--- src/rtl/mem_bist_ctrl.sv ---
// March-style memory BIST initiator for the mem_int bus: WR0/RD0 with P(a), WR1/RD1 with ~P(a).
// Optional build macro MEM_BIST_STOP_ON_FAIL_EN ends the test at the first read mismatch.
module mem_bist_ctrl #(
  parameter int         ADDR_WIDTH = 5,
  parameter int         DATA_WIDTH = 8,
  parameter logic [7:0] SEED       = 8'hA5
) (
  input  logic                  clk,
  input  logic                  rst,
  input  logic                  start,
  output logic                  busy,
  output logic                  done,
  output logic                  pass,
  output logic [ADDR_WIDTH+1:0] err_count,
  output logic [ADDR_WIDTH-1:0] fail_addr,
  output logic                  fail_valid,
  output logic                  mem_read,
  output logic                  mem_write,
  output logic [ADDR_WIDTH-1:0] mem_addr,
  output logic [DATA_WIDTH-1:0] mem_wdata,
  input  logic [DATA_WIDTH-1:0] mem_rdata
);

  localparam logic [2:0] S_IDLE = 3'd0;
  localparam logic [2:0] S_WR0  = 3'd1;
  localparam logic [2:0] S_RD0  = 3'd2;
  localparam logic [2:0] S_WR1  = 3'd3;
  localparam logic [2:0] S_RD1  = 3'd4;
  localparam logic [2:0] S_DONE = 3'd5;

  localparam logic [ADDR_WIDTH-1:0] ADDR_ZERO = {ADDR_WIDTH{1'b0}};
  localparam logic [ADDR_WIDTH-1:0] ADDR_LAST = {ADDR_WIDTH{1'b1}};
  localparam logic [DATA_WIDTH-1:0] SEED_W    = DATA_WIDTH'(SEED);

`ifdef MEM_BIST_STOP_ON_FAIL_EN
  localparam logic STOP_ON_FAIL = 1'b1;
`else
  localparam logic STOP_ON_FAIL = 1'b0;
`endif

  function automatic logic [DATA_WIDTH-1:0] pattern(input logic [ADDR_WIDTH-1:0] a, input logic inv);
    logic [DATA_WIDTH-1:0] p;
    p = DATA_WIDTH'(a) ^ SEED_W;
    return inv ? ~p : p;
  endfunction

  logic [2:0]            state_q, state_d;
  logic [ADDR_WIDTH-1:0] mem_addr_q, mem_addr_d;
  logic                  mem_read_q, mem_read_d;
  logic                  mem_write_q, mem_write_d;
  logic [DATA_WIDTH-1:0] mem_wdata_q, mem_wdata_d;
  logic                  busy_q, busy_d;
  logic                  done_q, done_d;
  logic                  pass_q, pass_d;
  logic [ADDR_WIDTH+1:0] err_count_q, err_count_d;
  logic [ADDR_WIDTH-1:0] fail_addr_q, fail_addr_d;
  logic                  fail_valid_q, fail_valid_d;
  logic                  cmp_valid_q, cmp_valid_d;
  logic [ADDR_WIDTH-1:0] cmp_addr_q, cmp_addr_d;
  logic                  cmp_inv_q, cmp_inv_d;
  logic                  mismatch_s;
  logic                  in_read_s;

  // Next-state, march sequencing and read-compare bookkeeping.
  always_comb begin
    state_d      = state_q;
    mem_addr_d   = mem_addr_q;
    mem_read_d   = mem_read_q;
    mem_write_d  = mem_write_q;
    mem_wdata_d  = mem_wdata_q;
    done_d       = 1'b0;
    pass_d       = pass_q;
    err_count_d  = err_count_q;
    fail_addr_d  = fail_addr_q;
    fail_valid_d = fail_valid_q;
    // Read data arrives one cycle after the strobe, so compare info is pipelined by one stage.
    cmp_valid_d  = mem_read_q;
    cmp_addr_d   = mem_addr_q;
    cmp_inv_d    = (state_q == S_RD1);

    in_read_s  = (state_q == S_RD0) || (state_q == S_RD1);
    mismatch_s = cmp_valid_q && in_read_s && (mem_rdata != pattern(cmp_addr_q, cmp_inv_q));

    if (mismatch_s) begin
      err_count_d = err_count_q + (ADDR_WIDTH+2)'(1);
      if (!fail_valid_q) begin
        fail_addr_d  = cmp_addr_q;
        fail_valid_d = 1'b1;
      end else begin
        fail_addr_d  = fail_addr_q;
      end
    end else begin
      err_count_d = err_count_q;
    end

    case (state_q)
      S_IDLE: begin
        mem_read_d  = 1'b0;
        mem_write_d = 1'b0;
        if (start) begin
          state_d      = S_WR0;
          mem_addr_d   = ADDR_ZERO;
          mem_write_d  = 1'b1;
          mem_wdata_d  = pattern(ADDR_ZERO, 1'b0);
          err_count_d  = {(ADDR_WIDTH+2){1'b0}};
          fail_valid_d = 1'b0;
          pass_d       = 1'b0;
        end else begin
          state_d = S_IDLE;
        end
      end
      S_WR0, S_WR1: begin
        if (mem_addr_q == ADDR_LAST) begin
          state_d     = (state_q == S_WR0) ? S_RD0 : S_RD1;
          mem_write_d = 1'b0;
          mem_read_d  = 1'b1;
          mem_addr_d  = ADDR_ZERO;
        end else begin
          mem_addr_d  = mem_addr_q + ADDR_WIDTH'(1);
          mem_wdata_d = pattern(mem_addr_q + ADDR_WIDTH'(1), state_q == S_WR1);
        end
      end
      S_RD0, S_RD1: begin
        if (STOP_ON_FAIL && mismatch_s) begin
          state_d     = S_DONE;
          mem_read_d  = 1'b0;
          mem_write_d = 1'b0;
          done_d      = 1'b1;
          pass_d      = 1'b0;
        end else if (mem_read_q) begin
          if (mem_addr_q == ADDR_LAST) begin
            mem_read_d = 1'b0;
          end else begin
            mem_addr_d = mem_addr_q + ADDR_WIDTH'(1);
          end
        end else if (state_q == S_RD0) begin
          state_d     = S_WR1;
          mem_write_d = 1'b1;
          mem_addr_d  = ADDR_ZERO;
          mem_wdata_d = pattern(ADDR_ZERO, 1'b1);
        end else begin
          state_d = S_DONE;
          done_d  = 1'b1;
          pass_d  = ~|err_count_d;
        end
      end
      S_DONE: begin
        state_d     = S_IDLE;
        mem_read_d  = 1'b0;
        mem_write_d = 1'b0;
      end
      default: begin
        state_d     = S_IDLE;
        mem_read_d  = 1'b0;
        mem_write_d = 1'b0;
      end
    endcase

    busy_d = (state_d != S_IDLE) && (state_d != S_DONE);
  end

  // State and registered outputs; reset drops strobes immediately.
  always_ff @(posedge clk or posedge rst) begin
    if (rst) begin
      state_q      <= S_IDLE;
      mem_addr_q   <= ADDR_ZERO;
      mem_read_q   <= 1'b0;
      mem_write_q  <= 1'b0;
      mem_wdata_q  <= {DATA_WIDTH{1'b0}};
      busy_q       <= 1'b0;
      done_q       <= 1'b0;
      pass_q       <= 1'b0;
      err_count_q  <= {(ADDR_WIDTH+2){1'b0}};
      fail_addr_q  <= ADDR_ZERO;
      fail_valid_q <= 1'b0;
      cmp_valid_q  <= 1'b0;
      cmp_addr_q   <= ADDR_ZERO;
      cmp_inv_q    <= 1'b0;
    end else begin
      state_q      <= state_d;
      mem_addr_q   <= mem_addr_d;
      mem_read_q   <= mem_read_d;
      mem_write_q  <= mem_write_d;
      mem_wdata_q  <= mem_wdata_d;
      busy_q       <= busy_d;
      done_q       <= done_d;
      pass_q       <= pass_d;
      err_count_q  <= err_count_d;
      fail_addr_q  <= fail_addr_d;
      fail_valid_q <= fail_valid_d;
      cmp_valid_q  <= cmp_valid_d;
      cmp_addr_q   <= cmp_addr_d;
      cmp_inv_q    <= cmp_inv_d;
    end
  end

  assign busy       = busy_q;
  assign done       = done_q;
  assign pass       = pass_q;
  assign err_count  = err_count_q;
  assign fail_addr  = fail_addr_q;
  assign fail_valid = fail_valid_q;
  assign mem_read   = mem_read_q;
  assign mem_write  = mem_write_q;
  assign mem_addr   = mem_addr_q;
  assign mem_wdata  = mem_wdata_q;

endmodule

--- config.mk ---
export PLATFORM = sky130hd
export DESIGN_NAME = mem_bist_ctrl
export DESIGN_NICKNAME = d
export VERILOG_FILES = /design/src/rtl/mem_bist_ctrl.sv
export SDC_FILE = /design/constraint.sdc
export NUM_CORES = 1
export LEC_CHECK = 0
export CAP_MARGIN = 20
export CORE_ASPECT_RATIO = 0.6
export CORE_MARGIN = 1
export CORE_UTILIZATION = 55
export DETAILED_ROUTE_END_ITERATION = 7
export GPL_ROUTABILITY_DRIVEN = 0
export HOLD_SLACK_MARGIN = 0.08
export PLACE_DENSITY_LB_ADDON = 0.15
export SYNTH_ARGS = -nofsm -noshare
export SYNTH_HDL_FRONTEND = slang
export SYNTH_SLANG_ARGS = --single-unit
--- constraint.sdc ---
create_clock -name clk -period 5.1 [get_ports clk]
set_clock_uncertainty 0.05 [all_clocks]
set_input_delay 0.765 -clock clk [delete_from_list [all_inputs] [get_ports clk]]
set_output_delay 0.765 -clock clk [all_outputs]
set_load 0.01 [all_outputs]
Word level (Yosys, flattened, before mapping) --
Index checks and enable logic that the tools add are counted.
Word-level totals: latch bits 0, bits in read-only memories 0, bits in writable memories 0, input port bits 11, logic and storage cells 94, output and inout port bits 31, flip-flop bits (word level) 41, memories 0
Cells by class: div/mod/pow operators 0, eq/ne operators 15, multiplexer cells 41, shifts and indexed selects 0, reductions and logical operators 17, magnitude comparators 0, bitwise operators 5, $mul 0, $add $sub $neg 2
Operator list (count):
- $mux W8 | 6
- $mux W5 | 5
- $pmux W8 S3 | 1
- $mux W7 | 3
- $mux W1 | 17
- $not A8 Y8 | 2
- $pmux W5 S3 | 1
- $mux W3 | 4
- $ne A2 B2 Y1 const B | 6
- $ne A3 B3 Y1 const B | 3
- $pmux W3 S3 | 1
- $ne A8 B8 Y1 | 1
- $not A2 Y4 | 2
- $reduce_and A4 Y1 | 2
- $add A7 B1 Y7 const B | 1
- $reduce_or A7 Y1 | 1
- $eq A3 B2 Y1 const B | 2
- $reduce_bool A3 Y1 | 2
- $add A5 B1 Y5 const B | 1
- $eq A5 B5 Y1 const B | 1
- $reduce_and A5 Y1 | 1
- $pmux W1 S2 | 2
- $reduce_or A2 Y1 | 2
- $eq A3 B1 Y1 const B | 1
- other kinds (10) | 12

Longest topological paths before layout --
Gate-level depths: netlist of the first run.
depth in word-level cells 11, depth in mapped cells 9, gate-level depth less buffers 8

Least setup slack after synthesis of the first run --
No wires, ideal clock.
path kind input -> register, from in mem_rdata[4], to reg fail_addr_q[0] (netlist: fail_addr[0]), path slack 2599 ps, arrival time 2326 ps, setup time 125 ps, stages on the path 6, cells stage by stage xor2_1 -> or4b_4 -> a22oi_4 -> a21oi_4 -> and2b_4 -> mux2_4
On the way: longest elaborated chain between the ends 3
RTL lines:
- start, declared | line 21 | input logic [DATA_WIDTH-1:0] mem_rdata
- $ne A8 B8 Y1 | line 82 | mismatch_s = cmp_valid_q && in_read_s && (mem_rdata != pattern(cmp_addr_q, cmp_inv_q));
- $logic_and A1 B1 Y1 | line 82
- $reduce_and A2 Y1 (no source line)
- end signal, assigned | line 189 | fail_addr_q <= fail_addr_d;
- end, declared | line 56 | logic [ADDR_WIDTH-1:0] fail_addr_q, fail_addr_d;
Every way passes these cells. A chain may end at the register's enable or synchronous reset.

Worst setup path after layout of the first run --
from in mem_rdata[4], to reg fail_addr_q[3] (netlist: fail_addr[3])
The elaborated chain is that of the path after synthesis.

==> flow_summary.json, run 1 <==
{
  "crit_start": "mem_rdata[4]",
  "die_w_um": 81.6,
  "endpoint_kind": "flip-flop",
  "grt_first_pass_wirelength_um": 7560,
  "synth_area_leaders": "dfrtp_1 48%, xnor2_1 6.3%, nor2_1 3.9%",
  "antenna_left": 0,
  "fin_crit_ns": 2.75,
  "syn_nets": 208,
  "wl_met1_um": 2170,
  "cts-root-buf": "clkbuf_8",
  "htree_levels": 2,
  "synth_common_cells": "40 x dfrtp_1, 22 x nor2_1, 15 x xnor2_1, 10 x nand2_1, 7 x inv_1",
  "hold_violations": 0,
  "ys_seq_elements": 40,
  "nets": 248,
  "netlist-cell-type-count": 52,
  "coreArea_um2": 3440,
  "wire_per_inst_um": 16.4,
  "cts_tree": "yes",
  "clk_latency_ns": 0.28,
  "critPathMaxFanout": 6,
  "rsz0062_at_grt": "no",
  "crit_arrival_ns": 2.86,
  "drive_above_1_share": 0.107,
  "syn_avg_cell_area_um2": 10.8,
  "dr_total_vias": 1603,
  "pwr_density_cell_nw_per_um2": 575,
  "path_clk_slew_ns": 0.07,
  "instances_no_fill": 279,
  "highest_layer": "met4",
  "yosysSeqAreaShare": 0.479,
  "synth_edf_count": 0,
  "track_usage": 0.253,
  "syn-cell-area_um2": 2090,
  "hold_buffers": 0,
  "slew_violations": 0,
  "crit_family": "simple AND/OR/NAND/NOR gates",
  "routed_wl_um": 4570,
  "die-height_um": 49.8,
  "cts_buffers": 5,
  "yosysTopAreaCell": "dfrtp_1",
  "drt_iter0_markers": 59,
  "hp-start": "mem_addr[4]$_DFFE_PP0P_",
  "routed-wl-met2_um": 2130,
  "ir_drop_uv": 405,
  "setup_viol": 0,
  "synth_most_common_cell": "dfrtp_1",
  "cts_resized": 0,
  "place_hpwl_um": 3320,
  "outcome": "complete, no violations",
  "avgViaCountPerCell": 5.75,
  "grt_pass1_vias": 1593,
  "clock_sinks": 40,
  "initial_core_util": 0.607,
  "rows": 16,
  "yosysWarnings": 0,
  "leakage_nw": 1.10,
  "max_clock_freq_mhz": 364,
  "hold_path.class": "flip-flop to flip-flop",
  "crit_required_ns": 5.22,
  "max_stage_delay_ns": 0.53,
  "worst_path_max_delay_cell": "or4b_4",
  "postCtsSetupBuffers": 0,
  "clock_path_buffers": 2,
  "io_pins": 42,
  "netlist_instances": 194,
  "die-area_um2": 4060,
  "setup.worst_path.start_class": "input port",
  "slew_headroom": 0.610,
  "place.detailed.instances": 272,
  "firstDrtPassIters": 4,
  "remaining_drc_errors": 0,
  "tns_ns": 0,
  "tightest_slew_ns": 0.580,
  "overflow": 0,
  "io_buffers": 41,
  "grt_max_degree": 41,
  "synth_top_flop_cell": "dfrtp_1",
  "yosysTopAreaCellShare": 0.479,
  "async_flop_share": 1.00,
  "p_total_mw": 1.49,
  "fin_crit_sh": 0.538,
  "antenna_found_initial": 0,
  "syn2layout_area_growth_pct": 24.0,
  "path_buf_inv": 1,
  "wl_met3_um": 192,
  "antenna_cells": 0,
  "drv_cap": 0,
  "cp_cell_sequence": "clkdlybuf4s50_1 > xor2_1 > or4b_4 > a22oi_4 > a21oi_4 > and2b_4 > mux2_4",
  "crit_type": "input port to flip-flop",
  "rr_startpoint": "mem_addr[0]$_DFFE_PP0P_"
}
logic make-up after synthesis:
group / synth area share
and+or+nand+nor: 0.144
buffers and inverters: 0.0401
muxes: 0.0760
xor gates and xnor gates: 0.0874
adders and majority gates: 0.0180
DFF: 0.479
AOI/OAI and AO/OA: 0.156
per-stage QoR:
stage          setup slack [ns]  instance area [um^2]  utilization  hold slack [ns]
2_1_floorplan              2.60                  2090            -            0.383
6_report                   2.35                  2590        0.753            0.409
3_3_place_gp               2.13                  2510        0.730            0.379
4_1_cts                    2.35                  2590        0.753            0.410
5_1_grt                    2.24                  2590        0.753            0.421
3_5_place_dp               2.08                  2510        0.730            0.389
state kept, by name, summed over array words and instances, names as in the netlist:
name / flops
mem_write: 1
mem_addr: 5
state_q: 3
done: 1
cmp_addr_q: 5
fail_addr: 5
cmp_valid_q: 1
busy: 1
mem_wdata: 7
err_count: 7
pass: 1
cmp_inv_q: 1
mem_read: 1
fail_valid: 1
layer usage:
metal,vias to the layer above,GRT usage
li1,761,-
met1,788,0.348
met2,44,0.393
met3,10,0.0630
met4,0,0.0848
met5,-,0
area by class of cell:
type | count | area (um^2)
repair buffers | 42 | 418
inverters | 9 | 33.8
flip-flops and latches | 40 | 1000
clock inverters | 1 | 5.00
fillers | 231 | 851
multi-input cells | 136 | 1010
clock buffers | 6 | 72.6
well taps | 45 | 56.3
layout by cell type (no fill, tap or decap), drive strengths merged, types with 2 or more instances in the layout:
cell type and count:
clkdlybuf4s50 41, dfrtp 40, nor2 22, xnor2 16, nand2 10, inv 9
mux2 8, a21oi 7, o21ai 7, clkbuf 6, mux2i 5, nand3 5
xor2 4, o211ai 4, o21a 4, o31ai 3, nor2b 3, a211oi 3
a22o 3, ha 3, or2 3, or3 3, nand4 2, nand2b 2
a21boi 2
power by group:
part           leakage (nW)  total [mW]  switching, mW  internal [mW]
logic                 0.555       0.711          0.315          0.396
registers             0.503       0.586          0.145          0.441
clock network        0.0410       0.195          0.102         0.0930
total                  1.10        1.49          0.561          0.930
worst paths after layout:
check	end	slack (ns)	cells past startpoint
min	cmp_addr_q[4]$_DFF_PP0_	0.41	0
max	fail_addr[3]$_DFFE_PP0P_	2.35	7
min reg2reg	cmp_addr_q[4]$_DFF_PP0_	0.41	0
max reg2reg	mem_wdata[6]$_DFFE_PP0P_	2.41	7
max in group asynchronous	cmp_addr_q[2]$_DFF_PP0_	3.79	3
min in group asynchronous	done$_DFF_PP0_	0.86	3
(Power assumes the default switching activity.)
==> inputs of run 2 (changes only) <==
CORE_UTILIZATION = 46   (was 55)
clock period = 2.4 ns   (was 5.1 ns; I/O delays follow)
==> flow_summary.json, run 2 (synthesis results as in run 1) <==
{
  "outcome": "complete, no violations",
  "cts_tree": "yes",
  "die-height_um": 54.2,
  "use_met2": 0.327,
  "track_usage": 0.209,
  "cts-root-buf": "clkbuf_8",
  "clk_latency_ns": 0.29,
  "drive_above_1_share": 0.159,
  "antenna_cells": 0,
  "critPathMaxFanout": 5,
  "grt_pass1_vias": 1565,
  "io_buffers": 41,
  "path_buf_inv": 1,
  "io_pins": 42,
  "crit_required_ns": 2.52,
  "die-area_um2": 4830,
  "overflow": 0,
  "slew_headroom": 0.554,
  "ir_drop_uv": 755,
  "clock_path_buffers": 2,
  "hold_path.class": "flip-flop to flip-flop",
  "wire_per_inst_um": 14.6,
  "crit_arrival_ns": 2.38,
  "cts_resized": 0,
  "dpl-instance-area_um2": 2620,
  "drt_iter0_markers": 65,
  "dr_total_vias": 1632,
  "cts_buffers": 5,
  "die_w_um": 89.0,
  "path_clk_slew_ns": 0.07,
  "slew_violations": 0,
  "final_common_cell": "clkdlybuf4s50_1",
  "firstDrtPassIters": 4,
  "final_cell_mix": "41 x clkdlybuf4s50_1, 40 x dfrtp_1, 21 x nor2_1",
  "grt-busiest-layer": "met2",
  "ff2ff_setup_slack_ns": 0.15,
  "fin_crit_sh": 0.941,
  "worst_path_max_delay_cell": "or4b_4",
  "fillers": 361,
  "drv_cap": 0,
  "instances_no_fill": 306,
  "pwr_density_cell_nw_per_um2": 1200,
  "routed_wl_um": 4470,
  "fin_crit_ns": 2.26,
  "endpoint_kind": "flip-flop",
  "grt_use_met1": 0.291,
  "crit_type": "input port to flip-flop",
  "crit_family": "simple AND/OR/NAND/NOR gates",
  "avgViaCountPerCell": 5.33,
  "initial_core_util": 0.494,
  "grt_first_pass_wirelength_um": 7390,
  "grt_max_degree": 41,
  "nets": 259,
  "rows": 18,
  "max_clock_freq_mhz": 443,
  "fin_util": 0.642,
  "cp_cell_sequence": "clkdlybuf4s50_1 > xor2_1 > or4b_4 > a22oi_4 > a21oi_4 > and2b_4 > mux2_4",
  "use_met3": 0.0543,
  "htree_levels": 2,
  "clock_sinks": 40,
  "antenna_found_initial": 0,
  "place_hpwl_um": 3330,
  "remaining_drc_errors": 0,
  "syn2layout_area_growth_pct": 29.9,
  "hold_buffers": 0,
  "max_stage_delay_ns": 0.53,
  "coreArea_um2": 4230,
  "setup.worst_path.start_class": "input port",
  "rsz0062_at_grt": "no",
  "antenna_left": 0,
  "fin_area_um2": 2720,
  "hold_violations": 0,
  "postCtsSetupBuffers": 0,
  "place.detailed.instances": 298,
  "leakage_nw": 1.16,
  "setup_viol": 0,
  "tightest_slew_ns": 0.663
}
[run 2: through the flow]
step	worst slack, ns	TNS [ns]	power (mW)	hold WS (ns)
after floorplan	0.0756	0	2.14	0.383
after global placement	-0.130	-0.824	2.76	0.385
after detailed placement	-0.165	-1.08	2.81	0.392
after CTS	0.133	0	3.30	0.410
after global routing	0.0307	0	3.52	0.430
final	0.142	0	3.27	0.422
[run 2: final cells by class]
cell class	instances	area, um^2	area share
Sequential cell	40	1000	0.368
Clock inverter	2	15.0	0.00553
Tap cell	60	75.1	0.0276
Inverter	9	33.8	0.0124
Clock buffer	6	82.6	0.0304
Multi-Input combinational cell	136	1010	0.371
Timing Repair Buffer	53	500	0.184
[run 2: final timing paths]
check | from | endpoint | depth (start not counted)
worst max-delay path | mem_rdata[4] | fail_addr[1]$_DFFE_PP0P_ | 7
worst min-delay path | mem_addr[4]$_DFFE_PP0P_ | cmp_addr_q[4]$_DFF_PP0_ | 0
worst max register to register | mem_addr[0]$_DFFE_PP0P_ | mem_wdata[6]$_DFFE_PP0P_ | 7
worst min register to register | mem_addr[4]$_DFFE_PP0P_ | cmp_addr_q[4]$_DFF_PP0_ | 0
max in group asynchronous | rst | mem_wdata[0]$_DFFE_PP0P_ | 3
min in group asynchronous | rst | fail_addr[4]$_DFFE_PP0P_ | 3
[run 2: layer usage]
layer / routed length, um / vias up
li1: - / 780
met1: 2150 / 783
met2: 1960 / 62
met3: 312 / 7
met4: 38 / 0
met5: 0 / -
[run 2: power by group]
group	leakage, nW	total, mW	internal (mW)	switching [mW]
Clock	0.0434	0.465	0.233	0.232
Combinational	0.611	1.61	0.899	0.714
Sequential	0.503	1.19	0.937	0.257
Total	1.16	3.27	2.07	1.20
